<file path="src/rtl/ex_muldiv.sv">
`default_nettype none
// ==== ex_muldiv : iterative RV32M multiply/divide for EX (shift-add / restoring divide) ====
// ==== optional macro MULDIV_ZERO_EARLY_OUT_EN ; rev 1.0                                 ====
module ex_muldiv #(
  parameter int XLEN   = 32,
  parameter int ADDR_W = 5
) (
  input  logic              clk,
  input  logic              nrst,
  input  logic              valid_i,
  input  logic [6:0]        opcode_i,
  input  logic [2:0]        funct3_i,
  input  logic [6:0]        funct7_i,
  input  logic [XLEN-1:0]   rs1_data_i,
  input  logic [XLEN-1:0]   rs2_data_i,
  input  logic [ADDR_W-1:0] wreg_addr_i,
  input  logic              flush_i,
  output logic              stall_req_o,
  output logic              wreg_en_o,
  output logic [ADDR_W-1:0] wreg_addr_o,
  output logic [XLEN-1:0]   wreg_data_o
);

  localparam int         CNT_W     = $clog2(XLEN);
  localparam logic [6:0] OP_RTYPE  = 7'b0110011;
  localparam logic [6:0] F7_MULDIV = 7'b0000001;

  typedef enum logic [1:0] {
    IDLE = 2'd0,
    MUL  = 2'd1,
    DIV  = 2'd2,
    DONE = 2'd3
  } state_t;

  state_t            state, state_nxt;
  logic [CNT_W-1:0]  cnt;
  logic [1:0]        op;
  logic [ADDR_W-1:0] dst;
  logic [XLEN-1:0]   b_mag;
  logic              neg_q;  // product sign for MUL-class, quotient sign for DIV-class
  logic              neg_r;
  logic [2*XLEN-1:0] acc;
  logic [XLEN-1:0]   quo, rem;

  logic              start, is_div_in;
  logic              a_sgn, b_sgn, a_neg, b_neg;
  logic [XLEN-1:0]   a_abs, b_abs;
  logic              div_zero, div_ovf, early;
  logic [XLEN-1:0]   fast_data;

  always_comb begin
    start     = (state == IDLE) && valid_i && (opcode_i == OP_RTYPE) &&
                (funct7_i == F7_MULDIV) && !flush_i;
    is_div_in = funct3_i[2];
    a_sgn     = (funct3_i == 3'd1) || (funct3_i == 3'd2) ||
                (funct3_i == 3'd4) || (funct3_i == 3'd6);
    b_sgn     = (funct3_i == 3'd1) || (funct3_i == 3'd4) || (funct3_i == 3'd6);
    a_neg     = a_sgn && rs1_data_i[XLEN-1];
    b_neg     = b_sgn && rs2_data_i[XLEN-1];
    a_abs     = a_neg ? -rs1_data_i : rs1_data_i;
    b_abs     = b_neg ? -rs2_data_i : rs2_data_i;
    div_zero  = is_div_in && (rs2_data_i == '0);
    // signed DIV/REM only: most-negative / -1
    div_ovf   = is_div_in && !funct3_i[0] &&
                (rs1_data_i == {1'b1, {(XLEN-1){1'b0}}}) && (rs2_data_i == '1);
`ifdef MULDIV_ZERO_EARLY_OUT_EN
    early     = (!is_div_in && ((rs1_data_i == '0) || (rs2_data_i == '0))) ||
                (is_div_in && (rs1_data_i == '0) && (rs2_data_i != '0));
`else
    early     = 1'b0;
`endif
    fast_data = '0;
    if (div_zero) begin
      fast_data = funct3_i[1] ? rs1_data_i : '1;
    end else if (div_ovf) begin
      fast_data = funct3_i[1] ? '0 : {1'b1, {(XLEN-1){1'b0}}};
    end
  end

  logic [XLEN:0]     mul_sum;
  logic [2*XLEN-1:0] acc_nxt;
  logic [XLEN:0]     rem_sh, rem_diff;
  logic [XLEN-1:0]   quo_nxt, rem_nxt;
  logic [2*XLEN-1:0] prod;
  logic [XLEN-1:0]   q_fix, r_fix, res;

  // One iteration step; the final result is formed from the step's output so
  // it can be registered on the same edge that enters DONE.
  always_comb begin
    mul_sum  = {1'b0, acc[2*XLEN-1:XLEN]} + (acc[0] ? {1'b0, b_mag} : '0);
    acc_nxt  = {mul_sum, acc[XLEN-1:1]};
    rem_sh   = {rem, quo[XLEN-1]};
    rem_diff = rem_sh - {1'b0, b_mag};
    if (rem_diff[XLEN]) begin
      rem_nxt = rem_sh[XLEN-1:0];
      quo_nxt = {quo[XLEN-2:0], 1'b0};
    end else begin
      rem_nxt = rem_diff[XLEN-1:0];
      quo_nxt = {quo[XLEN-2:0], 1'b1};
    end
    prod  = neg_q ? -acc_nxt : acc_nxt;
    q_fix = neg_q ? -quo_nxt : quo_nxt;
    r_fix = neg_r ? -rem_nxt : rem_nxt;
    if (state == DIV) begin
      res = op[1] ? r_fix : q_fix;
    end else begin
      res = (op == 2'b00) ? prod[XLEN-1:0] : prod[2*XLEN-1:XLEN];
    end
  end

  logic              load_out;
  logic [XLEN-1:0]   out_data;
  logic [ADDR_W-1:0] out_addr;

  always_comb begin
    state_nxt   = state;
    stall_req_o = 1'b0;
    wreg_en_o   = 1'b0;
    load_out    = 1'b0;
    out_data    = res;
    out_addr    = dst;
    case (state)
      IDLE: begin
        if (start) begin
          stall_req_o = 1'b1;
          if (div_zero || div_ovf || early) begin
            state_nxt = DONE;
            load_out  = 1'b1;
            out_data  = fast_data;
            out_addr  = wreg_addr_i;
          end else begin
            state_nxt = is_div_in ? DIV : MUL;
          end
        end
      end
      MUL, DIV: begin
        stall_req_o = !flush_i;
        if (flush_i) begin
          state_nxt = IDLE;
        end else if (cnt == '0) begin
          state_nxt = DONE;
          load_out  = 1'b1;
        end
      end
      DONE: begin
        // already committed: a flush here does not cancel the write
        wreg_en_o = 1'b1;
        state_nxt = IDLE;
      end
      default: state_nxt = IDLE;
    endcase
  end

  always_ff @(posedge clk) begin
    if (nrst) begin
      state <= IDLE;
    end else begin
      state <= state_nxt;
    end
  end

  always_ff @(posedge clk) begin
    if (nrst) begin
      cnt         <= '0;
      op          <= '0;
      dst         <= '0;
      b_mag       <= '0;
      neg_q       <= 1'b0;
      neg_r       <= 1'b0;
      acc         <= '0;
      quo         <= '0;
      rem         <= '0;
      wreg_addr_o <= '0;
      wreg_data_o <= '0;
    end else begin
      if (load_out) begin
        wreg_addr_o <= out_addr;
        wreg_data_o <= out_data;
      end
      if (start) begin
        cnt   <= CNT_W'(XLEN-1);
        op    <= funct3_i[1:0];
        dst   <= wreg_addr_i;
        b_mag <= b_abs;
        neg_q <= a_neg ^ b_neg;
        neg_r <= a_neg;
        acc   <= {{XLEN{1'b0}}, a_abs};
        quo   <= a_abs;
        rem   <= '0;
      end else if (state == MUL) begin
        acc <= acc_nxt;
        cnt <= cnt - CNT_W'(1);
      end else if (state == DIV) begin
        quo <= quo_nxt;
        rem <= rem_nxt;
        cnt <= cnt - CNT_W'(1);
      end
    end
  end

endmodule
`default_nettype wire

</file>
<file path="config.mk">
export PLATFORM = sky130hd
export DESIGN_NAME = ex_muldiv
export DESIGN_NICKNAME = d
export VERILOG_FILES = /design/src/rtl/ex_muldiv.sv
export SDC_FILE = /design/constraint.sdc
export NUM_CORES = 1
export LEC_CHECK = 0
export CAP_MARGIN = 20
export CORE_AREA = 2 2 207 209
export DETAILED_ROUTE_END_ITERATION = 8
export DIE_AREA = 0 0 209 211
export SLEW_MARGIN = 5
export SYNTH_ARGS = -nofsm -noshare
export SYNTH_HDL_FRONTEND = slang
export SYNTH_SLANG_ARGS = --single-unit
</file>
<file path="constraint.sdc">
create_clock -name clk -period 6.4 [get_ports clk]
set_clock_uncertainty 0.2 [all_clocks]
set_input_delay 1.28 -clock clk [delete_from_list [all_inputs] [get_ports clk]]
set_output_delay 1.28 -clock clk [all_outputs]
set_load 0.01 [all_outputs]
</file>
==> results of run 1 <==
[cell type report]
class | instances | area share, %
Sequential cell | 213 | 19.9
Multi-Input combinational cell | 2143 | 63.6
Tap cell | 539 | 3.15
Inverter | 76 | 1.33
Clock inverter | 13 | 0.806
Timing Repair Buffer | 161 | 7.25
Clock buffer | 41 | 3.97
[registers in the layout, summed over array words and instances (netlist names)]
name and count:
quo 32, b_mag 32, wreg_addr_o 5, acc 64, wreg_data_o 32, neg_r 1, dst 5, cnt 5
op 2, state 2, rem 32, neg_q 1
[worst max-delay path, stage by stage (launching register included)]
cell and delay (ns):
dfxtp_1 0.38, inv_1 0.07, ha_1 0.21, fa_1 0.41
nor2b_1 0.22, o31a_1 0.23, o211ai_1 0.23, a211oi_2 0.35
mux2_2 0.38, nor2_4 0.07, inv_2 0.07, ha_1 0.16
nand2_1 0.11, or4_1 0.59, nand2b_1 0.26, nand2b_1 0.26
or4_1 0.51, o41ai_1 0.33, xnor2_1 0.12, nor2_1 0.13
a31oi_1 0.06, a31o_1 0.25, o2bb2ai_1 0.11
[logic make-up (layout without fill, tap and decap cells)]
| family | after synthesis | after routing |
|---|---|---|
| simple gates | 929 | 929 |
| compound gates | 841 | 841 |
| buf+inv | 234 | 291 |
| flops | 213 | 213 |
| xor+xnor | 207 | 207 |
| mux | 88 | 88 |
| fa+ha+maj | 78 | 78 |
[report_power, final]
part / internal [uW] / leakage, uW / switching [uW]
Clock: 1050 / 0.000492 / 717
Sequential: 1470 / 0.00172 / 148
Combinational: 2500 / 0.00557 / 4900
Total: 5020 / 0.00778 / 5770
[cell usage after synthesis (6+ instances only)]
library cell    n
o41ai_1        20
and2_1         55
nand4_1        39
nand2b_1       28
o2111ai_1       8
xor2_1         97
a211o_1        12
a31oi_1        36
or4_1          29
or3_1          35
ha_1           76
a21o_1         34
o211ai_1       30
nor2_1        353
buf_1          12
o21bai_1       15
o211a_1         6
a2111oi_0       8
dfxtp_1       213
o22ai_1         9
a21oi_1       234
a311oi_1       12
mux2_2          9
o21ai_0       172
inv_1          74
or2_2          12
o21a_1         14
a31o_2          6
o31ai_1        42
mux2i_1        79
and3_1         13
nor4_1         25
nor3_1         84
a211oi_1      113
nand2_1       190
a21boi_0        9
o21ai_1         6
clkbuf_1      142
xnor2_1       110
a221oi_1        6
nand3_1        37
[cells in the final DEF (no fill, tap or decap), types with 13 or more instances in the layout]
cell / instances
nand3_1: 36
mux2i_1: 79
and3_1: 13
xnor2_1: 110
buf_4: 32
ha_1: 74
nor3_1: 83
a31oi_1: 36
and2_1: 55
nor4_1: 25
o21a_1: 14
dfxtp_1: 212
nor2_1: 353
nand2_1: 190
or3_1: 35
o41ai_1: 20
o21ai_0: 171
a211oi_1: 112
a21oi_1: 231
o31ai_1: 42
clkdlybuf4s50_1: 127
inv_1: 74
a21o_1: 34
nand2b_1: 27
or4_1: 29
o211ai_1: 30
xor2_1: 97
nand4_1: 39
clkbuf_16: 29
o21bai_1: 15
[layer usage]
layer	global-route usage (%)	share of wire (%)	vias to the layer above	routed length, um
met3	5.99	9.0	173	6880
met1	46.0	43	9584	33200
met5	0	0.017	-	13
li1	-	-	9543	-
met2	49.9	42	959	31900
met4	18.4	6.1	2	4700
[worst paths after layout]
kind,to,slack (ns),depth (start not counted)
worst max-delay path,wreg_data_o[30],0.57,22
worst min-delay path,dst[4],0.25,2
worst max register to register,wreg_data_o[30],0.57,22
worst min register to register,dst[4],0.25,2
[stage by stage]
step	hold WS (ns)	total power (uW)
6_report	0.254	10800
5_1_grt	0.277	11400
4_1_cts	0.254	10600
3_5_place_dp	0.246	8790
3_3_place_gp	0.238	8810
2_1_floorplan	0.232	6570
==> results.ini, run 1 <==
[global_route]
antenna_found_initial=1
grt_pass1_wl_um=114000
overflow=0
grt_usage_pct=33.6
grt_max_degree=149
grt_pass1_vias=18255

[clock_tree]
holdBufCountCts=0
clk_pin_slew_ns=0.06
numCtsBuffers=29
cts_resized=0
clockBufferDepth=3
clk_latency_ns=0.61
cts_tree=built
ctsRootBufferMaster=clkbuf_16
cts_max_level=1
cts.sinks=213
cts_setup_buffers=0

[route]
drtIter0Drc=2401
viasPerCell=6.36
dr.pass1.iters=6
antenna_left=0
vias=20261
drc=0
wl_per_cell_um=24.1
wirelength_um=76700

[yosys]
syn_nets=2758
synth_ff_type=dfxtp_1
yosysWarnings=0
yosysUniqueCellTypes=83
synth_seq_cells=213
synth.area.top_cells=dfxtp_1 (23%), nor2_1 (7.1%), a21oi_1 (6.3%)
synthMuxAreaShare_pct=4.77
synth_xor_area_share_pct=9.70
synth-simple-area-share_pct=23.5
synth-edff-count=0
yosysSeqAreaShare_pct=22.8
syn_avg_cell_area_um2=7.22
synth-compound-area-share_pct=29.2
synth_top_family_by_area=compound AO/OA/AOI/OAI gates
synth_cells=2590
syn-cell-area_um2=18700
synth_adder_area_share_pct=5.30
postSynth.asyncResetShare_pct=0
synth_top_cell_area_share_pct=22.8
yosysTopAreaCell=dfxtp_1

[sta]
report.final.hold_viol_count=0
rsz0062_at_grt=no
min_period_ns=5.83
max_freq_mhz=171
tightestPinTransition_ns=1.13
fin_tns_setup_ns=0
finalCritPeriodShare_pct=91.1
setup_ws_ns=0.567
setup_viol=0
slew_headroom_pct=24.5
finalMaxSlewViolations=0

[worst_setup_path]
r2r-start=quo[31]
start_kind=flip-flop
cp-end-kind=flip-flop
cp.arrival_ns=6.10
critPathKind=reg -> reg
setup.worst_path.start=quo[31]
crit_fanout=8
worstPathRequired_ns=6.67

[floorplanning]
die_area_um2=44100
initial_core_util_pct=44.8
core_region_area_um2=41800
die_width_um=209
die_h_um=211
num_rows=75
ios=129

[finish]
final_cell_count_no_fill=3186
diodes=0
final_area_um2=21400
seqCellArea_um2=4270
drive_gt1_share_pct=5.25
fillers=4099
nNetsFinal=2792
synthToLayoutAreaGrowth_pct=14.6
multi_input_area_um2=13600
final_util_pct=51.3

[min_path]
min_path_type=reg -> reg
holdCritStartpoint=dst[4]

[power]
p_leak_uw=0.00778
power.density_nw_per_um2=504
vdd.ir_drop.worst_mv=0.809

[placed_design]
globalplace.congestion=1.00
placed_area_um2=20400
pre_cts_slack_ns=0.542
dp_cells=3131
hpwlAfterDp_um=59200
portBuffers=128

[outcome]
outcome=finished clean

[job]
max_cap_viol_count=0

Power figures use the tool's default switching activity.
==> run 2, diff against run 1 <==
--- a/config.mk
+++ b/config.mk
@@ -5,10 +5,12 @@
 export SDC_FILE = /design/constraint.sdc
 export NUM_CORES = 1
 export LEC_CHECK = 0
+export ABC_AREA = 1
 export CAP_MARGIN = 20
-export CORE_AREA = 2 2 207 209
+export CORE_AREA = 2 2 213 215
 export DETAILED_ROUTE_END_ITERATION = 8
-export DIE_AREA = 0 0 209 211
+export DIE_AREA = 0 0 215 217
+export PLACE_DENSITY_LB_ADDON = 0.12
 export SLEW_MARGIN = 5
 export SYNTH_ARGS = -nofsm -noshare
 export SYNTH_HDL_FRONTEND = slang
==> run 2 against run 1 <==
  * Wire length rose by 15%
  * Sequential cell count did not move
  * Via count rose by 18%
  * Count of clock-buffer cells in the layout rose by 2
  * Hold slack improved by 0.017 ns
  * Fmax rose by 7.2%
  * First-iteration DRC count rose by 25%
  * Worst setup slack improved by 0.39 ns
  * Sequential power rose by 23%
  * Cell area rose by 5.5%
==> results.ini, run 2 <==
[outcome]
outcome=finished clean  ; unchanged

[power]
p_leak_uw=0.0110  ; was 0.00778 uW
power.density_nw_per_um2=616  ; was 504 nW/um2
vdd.ir_drop.worst_mv=0.633  ; was 0.809 mV

[clock_tree]
numCtsBuffers=28  ; was 29
cts_max_level=1  ; unchanged
cts_resized=0  ; unchanged
clk_latency_ns=0.58  ; was 0.61 ns
holdBufCountCts=0  ; unchanged
cts_setup_buffers=0  ; unchanged
cts_tree=built  ; unchanged
clk_pin_slew_ns=0.06  ; about the same
ctsRootBufferMaster=clkbuf_16  ; unchanged
cts.sinks=213  ; unchanged
clockBufferDepth=3  ; unchanged

[yosys]
yosysTopAreaCell=dfxtp_1  ; unchanged
syn-cell-area_um2=19800  ; was 18700 um2
synth.area.top_cells=dfxtp_1 (22%), nand2_1 (16%), inv_1 (11%)  ; was dfxtp_1 (23%), nor2_1 (7.1%), a21oi_1 (6.3%)
synth_top_cell_area_share_pct=21.5  ; was 22.8%
synth_cells=3459  ; was 2590
synth_top_family_by_area=simple AND/OR/NAND/NOR gates  ; was compound AO/OA/AOI/OAI gates
yosysUniqueCellTypes=57  ; was 83
syn_nets=3627  ; was 2758
synth-simple-area-share_pct=34.7  ; was 23.5%
synthMuxAreaShare_pct=0  ; was 4.77%
synth_ff_type=dfxtp_1  ; unchanged
yosysSeqAreaShare_pct=21.5  ; was 22.8%
postSynth.asyncResetShare_pct=0  ; unchanged
synth-compound-area-share_pct=21.8  ; was 29.2%
synth_commonest_cells=nand2_1 (843), inv_1 (596), a21oi_1 (332)  ; was nor2_1 (353), a21oi_1 (234), dfxtp_1 (213)
synth_xor_area_share_pct=2.79  ; was 9.70%
synth_adder_area_share_pct=5.00  ; was 5.30%
synth-edff-count=0  ; unchanged
syn_avg_cell_area_um2=5.73  ; was 7.22 um2
synthMostInstantiatedCell=nand2_1  ; was nor2_1
yosysWarnings=0  ; unchanged
synth_seq_cells=213  ; unchanged

[worst_setup_path]
cp.arrival_ns=5.71  ; was 6.10 ns
cpMostUsedCell=nand2_1
setup.worst_path.start=quo[31]  ; unchanged
start_kind=flip-flop  ; unchanged
crit_fanout=8  ; unchanged
max_stage_delay_ns=0.48  ; was 0.59 ns
critical_path.slowest_cell=nor3_1  ; was or4_1
r2r-start=quo[31]  ; unchanged
worstPathRequired_ns=6.67  ; about the same
cp-end-kind=flip-flop  ; unchanged
critPathKind=reg -> reg  ; unchanged

[floorplanning]
die_area_um2=46700  ; was 44100 um2
ios=129  ; unchanged
num_rows=78  ; was 75
core_region_area_um2=44700  ; was 41800 um2
die_h_um=217  ; was 211 um
initial_core_util_pct=44.3  ; was 44.8%
die_width_um=215  ; was 209 um

[sta]
max_freq_mhz=184  ; was 171 MHz
finalCritPeriodShare_pct=85.0  ; was 91.1%
report.final.hold_viol_count=0  ; unchanged
fin_tns_setup_ns=0  ; unchanged
slew_headroom_pct=24.7  ; was 24.5%
setup_viol=0  ; unchanged
tightestPinTransition_ns=1.12  ; was 1.13 ns
finalMaxSlewViolations=0  ; unchanged
min_period_ns=5.44  ; was 5.83 ns
rsz0062_at_grt=no  ; unchanged

[global_route]
overflow=0  ; unchanged
grt_pass1_wl_um=131000  ; was 114000 um
grt_usage_pct=36.4  ; was 33.6%
antenna_found_initial=2  ; was 1
grt_max_degree=76  ; was 149
grt_pass1_vias=21786  ; was 18255

[route]
dr.pass1.iters=6  ; unchanged
antenna_left=0  ; unchanged
wl_per_cell_um=21.2  ; was 24.1 um
vias=23820  ; was 20261
drc=0  ; unchanged
drtIter0Drc=3010  ; was 2401
wirelength_um=87900  ; was 76700 um
viasPerCell=5.75  ; was 6.36

[finish]
largest_register_ffs=64  ; unchanged
final_common_cell=nand2_1  ; was nor2_1
drive_gt1_share_pct=3.90  ; was 5.25%
layout_common_cells=nand2_1 (842), inv_1 (596), a21oi_1 (331), nor2_1 (288), nand3_1 (261)  ; was nor2_1 (353), a21oi_1 (231), dfxtp_1 (212), nand2_1 (190), o21ai_0 (171)
regMostFlops=acc  ; unchanged
final_util_pct=50.6  ; was 51.3%
multi_input_area_um2=12800  ; was 13600 um2
diodes=0  ; unchanged
seqCellArea_um2=4270  ; unchanged
nNetsFinal=3692  ; was 2792
fillers=4910  ; was 4099
synthToLayoutAreaGrowth_pct=14.1  ; was 14.6%

[min_path]
min_path_type=reg -> reg  ; unchanged
holdCritStartpoint=acc[32]  ; was dst[4]

[job]
max_cap_viol_count=0  ; unchanged

[placed_design]
globalplace.congestion=1.09  ; was 1.00
portBuffers=128  ; unchanged
hpwlAfterDp_um=69800  ; was 59200 um

## run 2: where the power goes
part	total [uW]	leakage [uW]	internal (uW)	switching (uW)
registers	1990	0.00173	1660	330
logic	10200	0.00875	2920	7280
clock network	1740	0.000489	1060	684
## run 2: logic make-up after synthesis
family	after synthesis
buffers and inverters	732
XOR/XNOR	63
AND/OR/NAND/NOR	1603
adder cells (fa/ha/maj)	78
flip-flops	213
AO/OA/AOI/OAI	770
## run 2: path summary, 6_finish.rpt
check / to / slack, ns / cells past startpoint
hold reg to reg: acc[32] / 0.27 / 2
hold / removal: acc[32] / 0.27 / 2
setup reg to reg: wreg_data_o[30] / 0.96 / 32
setup / recovery: wreg_data_o[30] / 0.96 / 32
## run 2: stage by stage
step / setup WS, ns / total power [uW] / instances / instance area (um2) / hold slack (ns)
floorplan: 2.04 / 9000 / 3459 / 19800 / 0.229
global route: 0.559 / 15100 / 4143 / 22600 / 0.303
detailed placement: 1.02 / 11900 / 4094 / 21600 / 0.251
global placement: 1.14 / 11900 / 4094 / 21600 / 0.251
CTS: 1.17 / 13700 / 4143 / 22600 / 0.265
finish: 0.959 / 13900 / 4143 / 22600 / 0.270
## run 2: cell type report
cell class / instances / share of cell area [%]
Inverter: 603 / 10.0
Clock inverter: 6 / 0.482
Multi-Input combinational cell: 2514 / 56.5
Tap cell: 600 / 3.32
Sequential cell: 213 / 18.9
Timing Repair Buffer: 164 / 6.90
Clock buffer: 43 / 3.89
## run 2: per-layer routing
metal | track usage [%] | wire, um
met2 | 58.0 | 38500
met5 | 0 | 23
met1 | 48.6 | 37200
met3 | 5.83 | 7880
met4 | 15.9 | 4300
## run 2: worst max-delay path, delay by kind of cell (launching register included)
| kind | cells | cell delay (ns) |
|---|---|---|
| buffers and inverters | 2 | 0.18 |
| adders and majority gates | 3 | 0.90 |
| and+or+nand+nor | 20 | 2.83 |
| DFF | 1 | 0.33 |
| AOI/OAI and AO/OA | 7 | 0.86 |
